<file path="src/rtl/arith_pkg.sv">
// Shared arithmetic definitions: operation encoding and slice geometry helpers.
package arith_pkg;

  typedef enum logic {
    OP_ADD = 1'b0,
    OP_SUB = 1'b1
  } op_e;

  // True when the carry chain divides into equal, non-empty slices.
  function automatic bit slice_cfg_ok(input int width, input int stages);
    return (width >= 1) && (stages >= 1) && (stages <= width) && ((width % stages) == 0);
  endfunction

  // Bits per slice; falls back to 1 on a bad configuration so that
  // declarations stay legal until the elaboration check fires.
  function automatic int slice_width(input int width, input int stages);
    if (!slice_cfg_ok(width, stages)) return 1;
    return width / stages;
  endfunction

endpackage

</file>
<file path="src/rtl/adder_slice.sv">
// Combinational SW-bit ripple slice of the pipelined carry chain.
module adder_slice #(
  parameter int SW = 4
) (
  input  logic [SW-1:0] a,
  input  logic [SW-1:0] b,
  input  logic          cin,
  output logic [SW-1:0] s,
  output logic          cout,
  output logic          c_msb_in
);

  // Slice sum; the carry into the MSB is recovered from the MSB sum bit.
  always_comb begin
    {cout, s} = {1'b0, a} + {1'b0, b} + {{SW{1'b0}}, cin};
    c_msb_in  = s[SW-1] ^ a[SW-1] ^ b[SW-1];
  end

endmodule

</file>
<file path="src/rtl/pipelined_adder.sv">
// WIDTH-bit add/subtract unit with the carry chain split into STAGES
// registered slices behind a valid/ready handshake; the whole pipe stalls
// under backpressure.
module pipelined_adder
  import arith_pkg::*;
#(
  parameter int WIDTH  = 16,
  parameter int STAGES = 4
) (
  input  logic             clk,
  input  logic             rst,
  input  logic             in_valid,
  output logic             in_ready,
  input  logic [WIDTH-1:0] a_in,
  input  logic [WIDTH-1:0] b_in,
  input  logic             cin_in,
  input  logic             sub_in,
  output logic             out_valid,
  input  logic             out_ready,
  output logic [WIDTH-1:0] sum_out,
  output logic             cout_out,
  output logic             ovf_out
);

  localparam int SW = slice_width(WIDTH, STAGES);

  if (!slice_cfg_ok(WIDTH, STAGES)) begin : g_cfg_check
    $fatal(1, "pipelined_adder: need 1 <= STAGES <= WIDTH and WIDTH divisible by STAGES");
  end

  logic stall;
  op_e  op;

  // Index k is stage k: stage 0 holds captured operands, stage k>0 holds
  // result slices 0..k-1 plus the carry out of slice k-1.
  logic [STAGES:0]  v_q, v_d;
  logic [STAGES:0]  c_q, c_d;
  logic [WIDTH-1:0] s_q [STAGES+1];
  logic [WIDTH-1:0] s_d [STAGES+1];
  // Operand skew registers; stage STAGES no longer needs operands.
  logic [WIDTH-1:0] a_q [STAGES];
  logic [WIDTH-1:0] a_d [STAGES];
  logic [WIDTH-1:0] b_q [STAGES];
  logic [WIDTH-1:0] b_d [STAGES];
  logic             ovf_q, ovf_d;

  logic [STAGES-1:0][SW-1:0] sl_s;
  logic [STAGES-1:0]         sl_c;
  logic                      sl_m [STAGES];

  // Global stall: the result at the output is not being taken.
  always_comb begin
    stall    = v_q[STAGES] & ~out_ready;
    in_ready = ~stall;
  end

  // Slice g works on stage g's operands and produces stage g+1's data.
  for (genvar g = 0; g < STAGES; g++) begin : g_slice
    adder_slice #(.SW(SW)) u_slice (
      .a        (a_q[g][g*SW +: SW]),
      .b        (b_q[g][g*SW +: SW]),
      .cin      (c_q[g]),
      .s        (sl_s[g]),
      .cout     (sl_c[g]),
      .c_msb_in (sl_m[g])
    );
  end

  // Next-state for every stage: capture, slice add, skew and carry-forward.
  always_comb begin
    op      = op_e'(sub_in);
    v_d[0]  = in_valid & ~stall;
    a_d[0]  = a_in;
    b_d[0]  = (op == OP_SUB) ? ~b_in : b_in;
    c_d[0]  = (op == OP_SUB) ? 1'b1 : cin_in;
    s_d[0]  = '0;
    for (int unsigned k = 1; k < STAGES; k++) begin
      a_d[k] = a_q[k-1];
      b_d[k] = b_q[k-1];
    end
    for (int unsigned k = 1; k <= STAGES; k++) begin
      v_d[k]                  = v_q[k-1];
      c_d[k]                  = sl_c[k-1];
      s_d[k]                  = s_q[k-1];
      s_d[k][(k-1)*SW +: SW]  = sl_s[k-1];
    end
    ovf_d = sl_m[STAGES-1] ^ sl_c[STAGES-1];
  end

  // Pipeline registers: cleared by reset, frozen as a whole while stalled.
  always_ff @(posedge clk) begin
    if (rst) begin
      v_q   <= '0;
      c_q   <= '0;
      ovf_q <= 1'b0;
      for (int unsigned k = 0; k <= STAGES; k++) s_q[k] <= '0;
      for (int unsigned k = 0; k < STAGES; k++) begin
        a_q[k] <= '0;
        b_q[k] <= '0;
      end
    end else if (!stall) begin
      v_q   <= v_d;
      c_q   <= c_d;
      ovf_q <= ovf_d;
      for (int unsigned k = 0; k <= STAGES; k++) s_q[k] <= s_d[k];
      for (int unsigned k = 0; k < STAGES; k++) begin
        a_q[k] <= a_d[k];
        b_q[k] <= b_d[k];
      end
    end
  end

  assign out_valid = v_q[STAGES];
  assign sum_out   = s_q[STAGES];
  assign cout_out  = c_q[STAGES];
  assign ovf_out   = ovf_q;

endmodule

</file>
<file path="config.mk">
export PLATFORM = sky130hd
export DESIGN_NAME = pipelined_adder
export DESIGN_NICKNAME = d
export VERILOG_FILES = /design/src/rtl/arith_pkg.sv /design/src/rtl/adder_slice.sv /design/src/rtl/pipelined_adder.sv
export SDC_FILE = /design/constraint.sdc
export NUM_CORES = 1
export LEC_CHECK = 0
export ABC_CLOCK_PERIOD_IN_PS = 11500
export BUFFER_PORTS_ARGS = -buffer_cell sky130_fd_sc_hd__buf_4
export CAP_MARGIN = 25
export CORE_UTILIZATION = 30
export DETAILED_ROUTE_END_ITERATION = 10
export HOLD_SLACK_MARGIN = 0.05
export MAX_ROUTING_LAYER = met4
export SLEW_MARGIN = 10
export SYNTH_ARGS = -nofsm -noshare
export SYNTH_HDL_FRONTEND = slang
export SYNTH_SLANG_ARGS = --single-unit
</file>
<file path="constraint.sdc">
create_clock -name clk -period 11.5 [get_ports clk]
set_input_delay 2.3 -clock clk [delete_from_list [all_inputs] [get_ports clk]]
set_output_delay 2.3 -clock clk [all_outputs]
set_load 0.02 [all_outputs]
</file>
* Word-level counts from Yosys, hierarchy flattened *
Memories as Yosys holds them, arrays and structs flattened.
Index checks and enable logic that the tools add are counted.

word-level totals
  register bits = 11
  RAM bits = 208
  input port bits = 38
  output and inout port bits = 20
  logic and storage cells = 55
  memories kept = 3

cells by class
  add/subtract/negate cells = 8
  muxes and demuxes = 20
  bitwise gates (word level) = 21

memories
  memory  words  bits a word  read ports  clocked after memory_dff  wr ports  line                   source
  s_q     5      16           5           0                         5         pipelined_adder.sv:38  logic [WIDTH-1:0] s_q [STAGES+1];
  a_q     4      16           4           0                         4         pipelined_adder.sv:41  logic [WIDTH-1:0] a_q [STAGES];
  b_q     4      16           4           0                         4         pipelined_adder.sv:43  logic [WIDTH-1:0] b_q [STAGES];

operators with widths
  operator       count
  $mux W16       14
  $add A4 B4 Y5  4
  $add A5 B1 Y5  4
  $not A16 Y16   1
  $or A1 B1 Y1   13
  $mux W1        6
  $xor A1 B1 Y1  3
  $and A1 B1 Y1  2
  $not A1 Y1     2

* Longest topological paths before layout *
  depth after elaboration = 6
  gate-level depth with buffers = 6
  depth with buffers taken out = 6

* Cells and area by module *
A second synthesis with hierarchy kept.

second synthesis, totals
  cell total of the unflattened synthesis = 398
  area total of the unflattened synthesis = 5706.7 um^2

modules (own cells, without submodules)
  module           times used  cells an instance  area an instance (um^2)  sequential area each (um^2)
  pipelined_adder  1           322                4996.0                   3823.7
  adder_slice      4           19                 177.7                    0.0

* Worst setup path after synthesis *
No wires, ideal clock.

  path kind = input to register
  start = in rst
  end = mem a_q[0][0] (enable)
  library setup time = 1058 ps
  arrival = 4711 ps
  required time = 10442 ps
  path slack = 5731 ps
  stages = 4
  path buffers = 2
  cells stage by stage = buf_6 -> clkinv_2 -> clkbuf_1 -> nand2_1

RTL lines
  what             line                   source
  start, declared  pipelined_adder.sv:11  input logic rst,
  end, declared    pipelined_adder.sv:41

* Worst setup path after layout *
  start = in out_ready
  end = out in_ready

on the way
  cells in the longest elaborated chain, start to end = 3

RTL lines
  what             line                   source
  start, declared  pipelined_adder.sv:19  input logic out_ready,
  $not A1 Y1       pipelined_adder.sv:53  stall = v_q[STAGES] & ~out_ready;
  $and A1 B1 Y1    pipelined_adder.sv:53
  $not A1 Y1       pipelined_adder.sv:54  in_ready = ~stall;
  end, declared    pipelined_adder.sv:13  output logic in_ready,

No other way between the ends.

==> flow_results.org <==
** Routing
- Wirelength per Cell :: 13.1 um
- Total wirelength of the detailed-routed design :: 9010 um
- Vias per std cell :: 4.47
- The pre-antenna-repair detailed-routing pass consisted of 4 iterations.
- Antenna Nets Post-Route :: 0
- Via count :: 3082
- For this run, design rule violations remaining after detail routing come to 0.
- Count of routing violations after the opening detailed-route iteration :: 229

** CTS
- Maximum buffer depth of the clock tree :: 2
- Clock-pin slew was measured on the worst setup and hold paths at 0.05 ns.
- CTS built an H-tree with a depth of 4.
- The number of setup buffers added after CTS is 0.
- In this run, post-CTS repair resized a total of 0 instances.
- CTS tree :: built
- The clock reaches the later pin of the worst-skew pair after 0.41 ns.
- The clock net in this run drives a total of 131 sinks.
- Clock tree synthesis inserted a total of 17 buffers.
- Buffers inserted to repair hold after CTS numbered 0.
- Clock root buffer :: sky130_fd_sc_hd__clkbuf_16

** Timing
- Post-route fraction of the period consumed by the critical path :: 46.3%
- Rel. slew slack :: 44.5%
- Setup slack closes at 6.18 ns.
- Final critical path time including I/O delays and setup :: 5.32 ns
- Worst Clk Skew :: 0.00635 ns
- Hold violation count in the final report :: 0
- Number of max-slew violations in the final report :: 0
- Summed over all failing endpoints, the final setup total negative slack is 0 ns.
- Unrepaired setup endpoints after global routing :: no
- Endpoints failing setup :: 0
- Worst-Margin Slew :: 0.832 ns
- Maximum operating frequency :: 188 MHz

** Logic synthesis
- Gate count after technology mapping :: 396
- Counting flops with a built-in enable in the synthesized netlist gives 120.
- Among all cell types in the netlist, the one instantiated most often is sky130_fd_sc_hd__edfxtp_1.
- Share of the synthesized area in the top cell type :: 65.1%
- Post-synthesis cell area :: 0.00553 sq mm
- The number of nets in the synthesized netlist is 454.
- Top area cells in the synthesized netlist :: sky130_fd_sc_hd__edfxtp_1, sky130_fd_sc_hd__and3_1, sky130_fd_sc_hd__dfxtp_1, sky130_fd_sc_hd__fa_1, sky130_fd_sc_hd__xnor2_1
- List of most frequent post-synthesis cells :: sky130_fd_sc_hd__edfxtp_1, sky130_fd_sc_hd__and3_1, sky130_fd_sc_hd__nor2_1
- Among all flip-flop cells after synthesis, the most frequent one is sky130_fd_sc_hd__edfxtp_1.
- Sequential elements use 69.1% of the synthesized area.
- Counting flops and latches in the post-synthesis netlist gives 131.
- Of all flip-flops after synthesis, the portion carrying an async set or reset was 0%.
- sky130_fd_sc_hd__edfxtp_1 takes more of the synthesized area than any other cell.
- Avg Cell Area, Syn :: 14.0 sq um
- The Yosys step of the flow raised 0 warnings.
- Counting distinct cell types in the post-synthesis netlist gives 33.

** Place
- The congestion estimate from routability-driven global placement came to 0.744.
- Post-detailed-placement half-perimeter wirelength :: 5470 um
- Number of port buffers :: 57
- Total cell area at the placement stage :: 0.00615 sq mm
- At the placement stage, the worst setup path has a slack of 6.18 ns.

** Setup path
- Data on the critical path is required at its endpoint by 9.20 ns.
- Maximum fanout along the worst path :: 15
- The worst setup path is of the in2out kind.
- STA classifies the critical path endpoint as a primary output.
- Startpoint Class :: input port
- Data arrival, critical path :: 3.02 ns

** Global route
- Grt total ovfl :: 0
- The initial antenna violation count was 0.
- Pin count of the biggest net entering global routing :: 103
- Global-route wire length before repair :: 14600 um
- Via count of the first global-routing pass :: 2952
- Global routing consumed, over all layers together, 10.7% of the routing resources.

** Flow run
- Across the run, the number of max-cap violations was 0.

** Floorplan
- # rows :: 49
- I/O pins :: 58
- The die covers 0.0190 sq mm.
- Starting Density :: 30.7%
- The die is 138 um tall.
- The core region is 0.0180 sq mm.
- Die Span X :: 138 um

** Power and ir drop
- VDD sags by at most 0.0000874 V.
- Static leakage :: 3.06 nW
- Power spread over the standard cell area amounts to 166 mW/mm^2.
- Overall power consumption after layout is estimated at 1.11 mW.

** Layout
- ANT cells :: 0
- In the final design database the tool counted 506 nets.
- Final standard cell area without fillers :: 0.00672 sq mm
- The layout has 1699 filler cells.
- At the end of the flow the core is filled with cells to 37.3%.
- The area growth from synthesis to layout is 21.5%.
- Fraction of layout instances using a drive strength above 1 :: 21.0%

** Worst hold path
- Worst Hold Class :: reg2reg

** Status
- Outcome :: complete, no violations
[cell type report]
type / count / area (sq um) / area share [%]
clock buffer: 24 / 492 / 7.31
multi-input combinational: 224 / 1540 / 22.9
clock inverter: 8 / 76.3 / 1.14
inverter: 14 / 53.8 / 0.800
sequential: 131 / 3820 / 56.9
timing repair buffer: 60 / 450 / 6.70
tap: 229 / 287 / 4.26
[worst paths after layout]
path / endpoint / cells past startpoint / slack (ns) / startpoint
min reg2reg: v_q[1]$_SDFFE_PP0N_ / 2 / 0.47 / v_q[1]$_SDFFE_PP0N_
max reg2reg: ovf_out$_SDFFE_PP0N_ / 6 / 9.13 / b_q[0][60]$_SDFFCE_PN0P_
min: v_q[1]$_SDFFE_PP0N_ / 2 / 0.47 / v_q[1]$_SDFFE_PP0N_
max: in_ready / 4 / 6.18 / out_ready
[layer usage]
metal | GRT usage, % | part of all wire (%) | vias to the layer above
li1 | - | - | 1540
met1 | 12.8 | 46 | 1443
met2 | 15.5 | 47 | 80
met3 | 3.53 | 4.8 | 19
met4 | 6.58 | 2.2 | 0
met5 | - | 0 | -
[registers in the layout, indices dropped and copies added, names as in the netlist]
| signal | cells |
|---|---|
| a_q | 40 |
| b_q | 40 |
| s_q | 40 |
| c_q | 5 |
| v_q | 5 |
| ovf_out | 1 |
[worst max-delay path, cell delays in order]
cell,delay [ns]
sky130_fd_sc_hd__buf_4,0.12
sky130_fd_sc_hd__nor2b_4,0.37
sky130_fd_sc_hd__inv_2,0.06
sky130_fd_sc_hd__buf_4,0.17
[per-stage QoR]
step                      std cells  hold slack, ns
after floorplan                 396           0.430
after global placement          658           0.438
after detailed placement        658           0.460
after CTS                       690           0.465
after global routing            690           0.490
final                           690           0.475
[layout by cell type (no fill, tap or decap), types with 2 or more instances in the layout]
| master | count |
|---|---|
| sky130_fd_sc_hd__a21oi_1 | 9 |
| sky130_fd_sc_hd__buf_4 | 60 |
| sky130_fd_sc_hd__clkbuf_1 | 3 |
| sky130_fd_sc_hd__fa_1 | 8 |
| sky130_fd_sc_hd__xnor2_1 | 18 |
| sky130_fd_sc_hd__nor3_1 | 8 |
| sky130_fd_sc_hd__inv_1 | 12 |
| sky130_fd_sc_hd__nand3_1 | 2 |
| sky130_fd_sc_hd__nor2b_1 | 7 |
| sky130_fd_sc_hd__ha_1 | 12 |
| sky130_fd_sc_hd__o21ai_0 | 9 |
| sky130_fd_sc_hd__xor2_1 | 2 |
| sky130_fd_sc_hd__nand2_1 | 8 |
| sky130_fd_sc_hd__nor2_1 | 33 |
| sky130_fd_sc_hd__clkbuf_16 | 17 |
| sky130_fd_sc_hd__clkbuf_8 | 4 |
| sky130_fd_sc_hd__clkinv_2 | 4 |
| sky130_fd_sc_hd__clkinvlp_4 | 3 |
| sky130_fd_sc_hd__edfxtp_1 | 120 |
| sky130_fd_sc_hd__and3_1 | 92 |
| sky130_fd_sc_hd__a21o_1 | 2 |
| sky130_fd_sc_hd__dfxtp_1 | 11 |
[cells by family after synthesis]
group	after synthesis	share of synthesized area [%]
adders and majority gates	20	5.61
xor gates and xnor gates	20	3.17
AOI/OAI and AO/OA	28	3.17
DFF	131	69.1
and+or+nand+nor	156	15.8
buffers and inverters	41	3.21
[power by group]
group	leakage, nW	total, mW	switching (mW)	internal, mW
Clock	0.272	0.503	0.184	0.319
Combinational	1.26	0.0594	0.0294	0.0300
Sequential	1.52	0.551	0.00694	0.544
Total	3.06	1.11	0.221	0.893
Note: power is estimated with default switching activity, not from simulation.
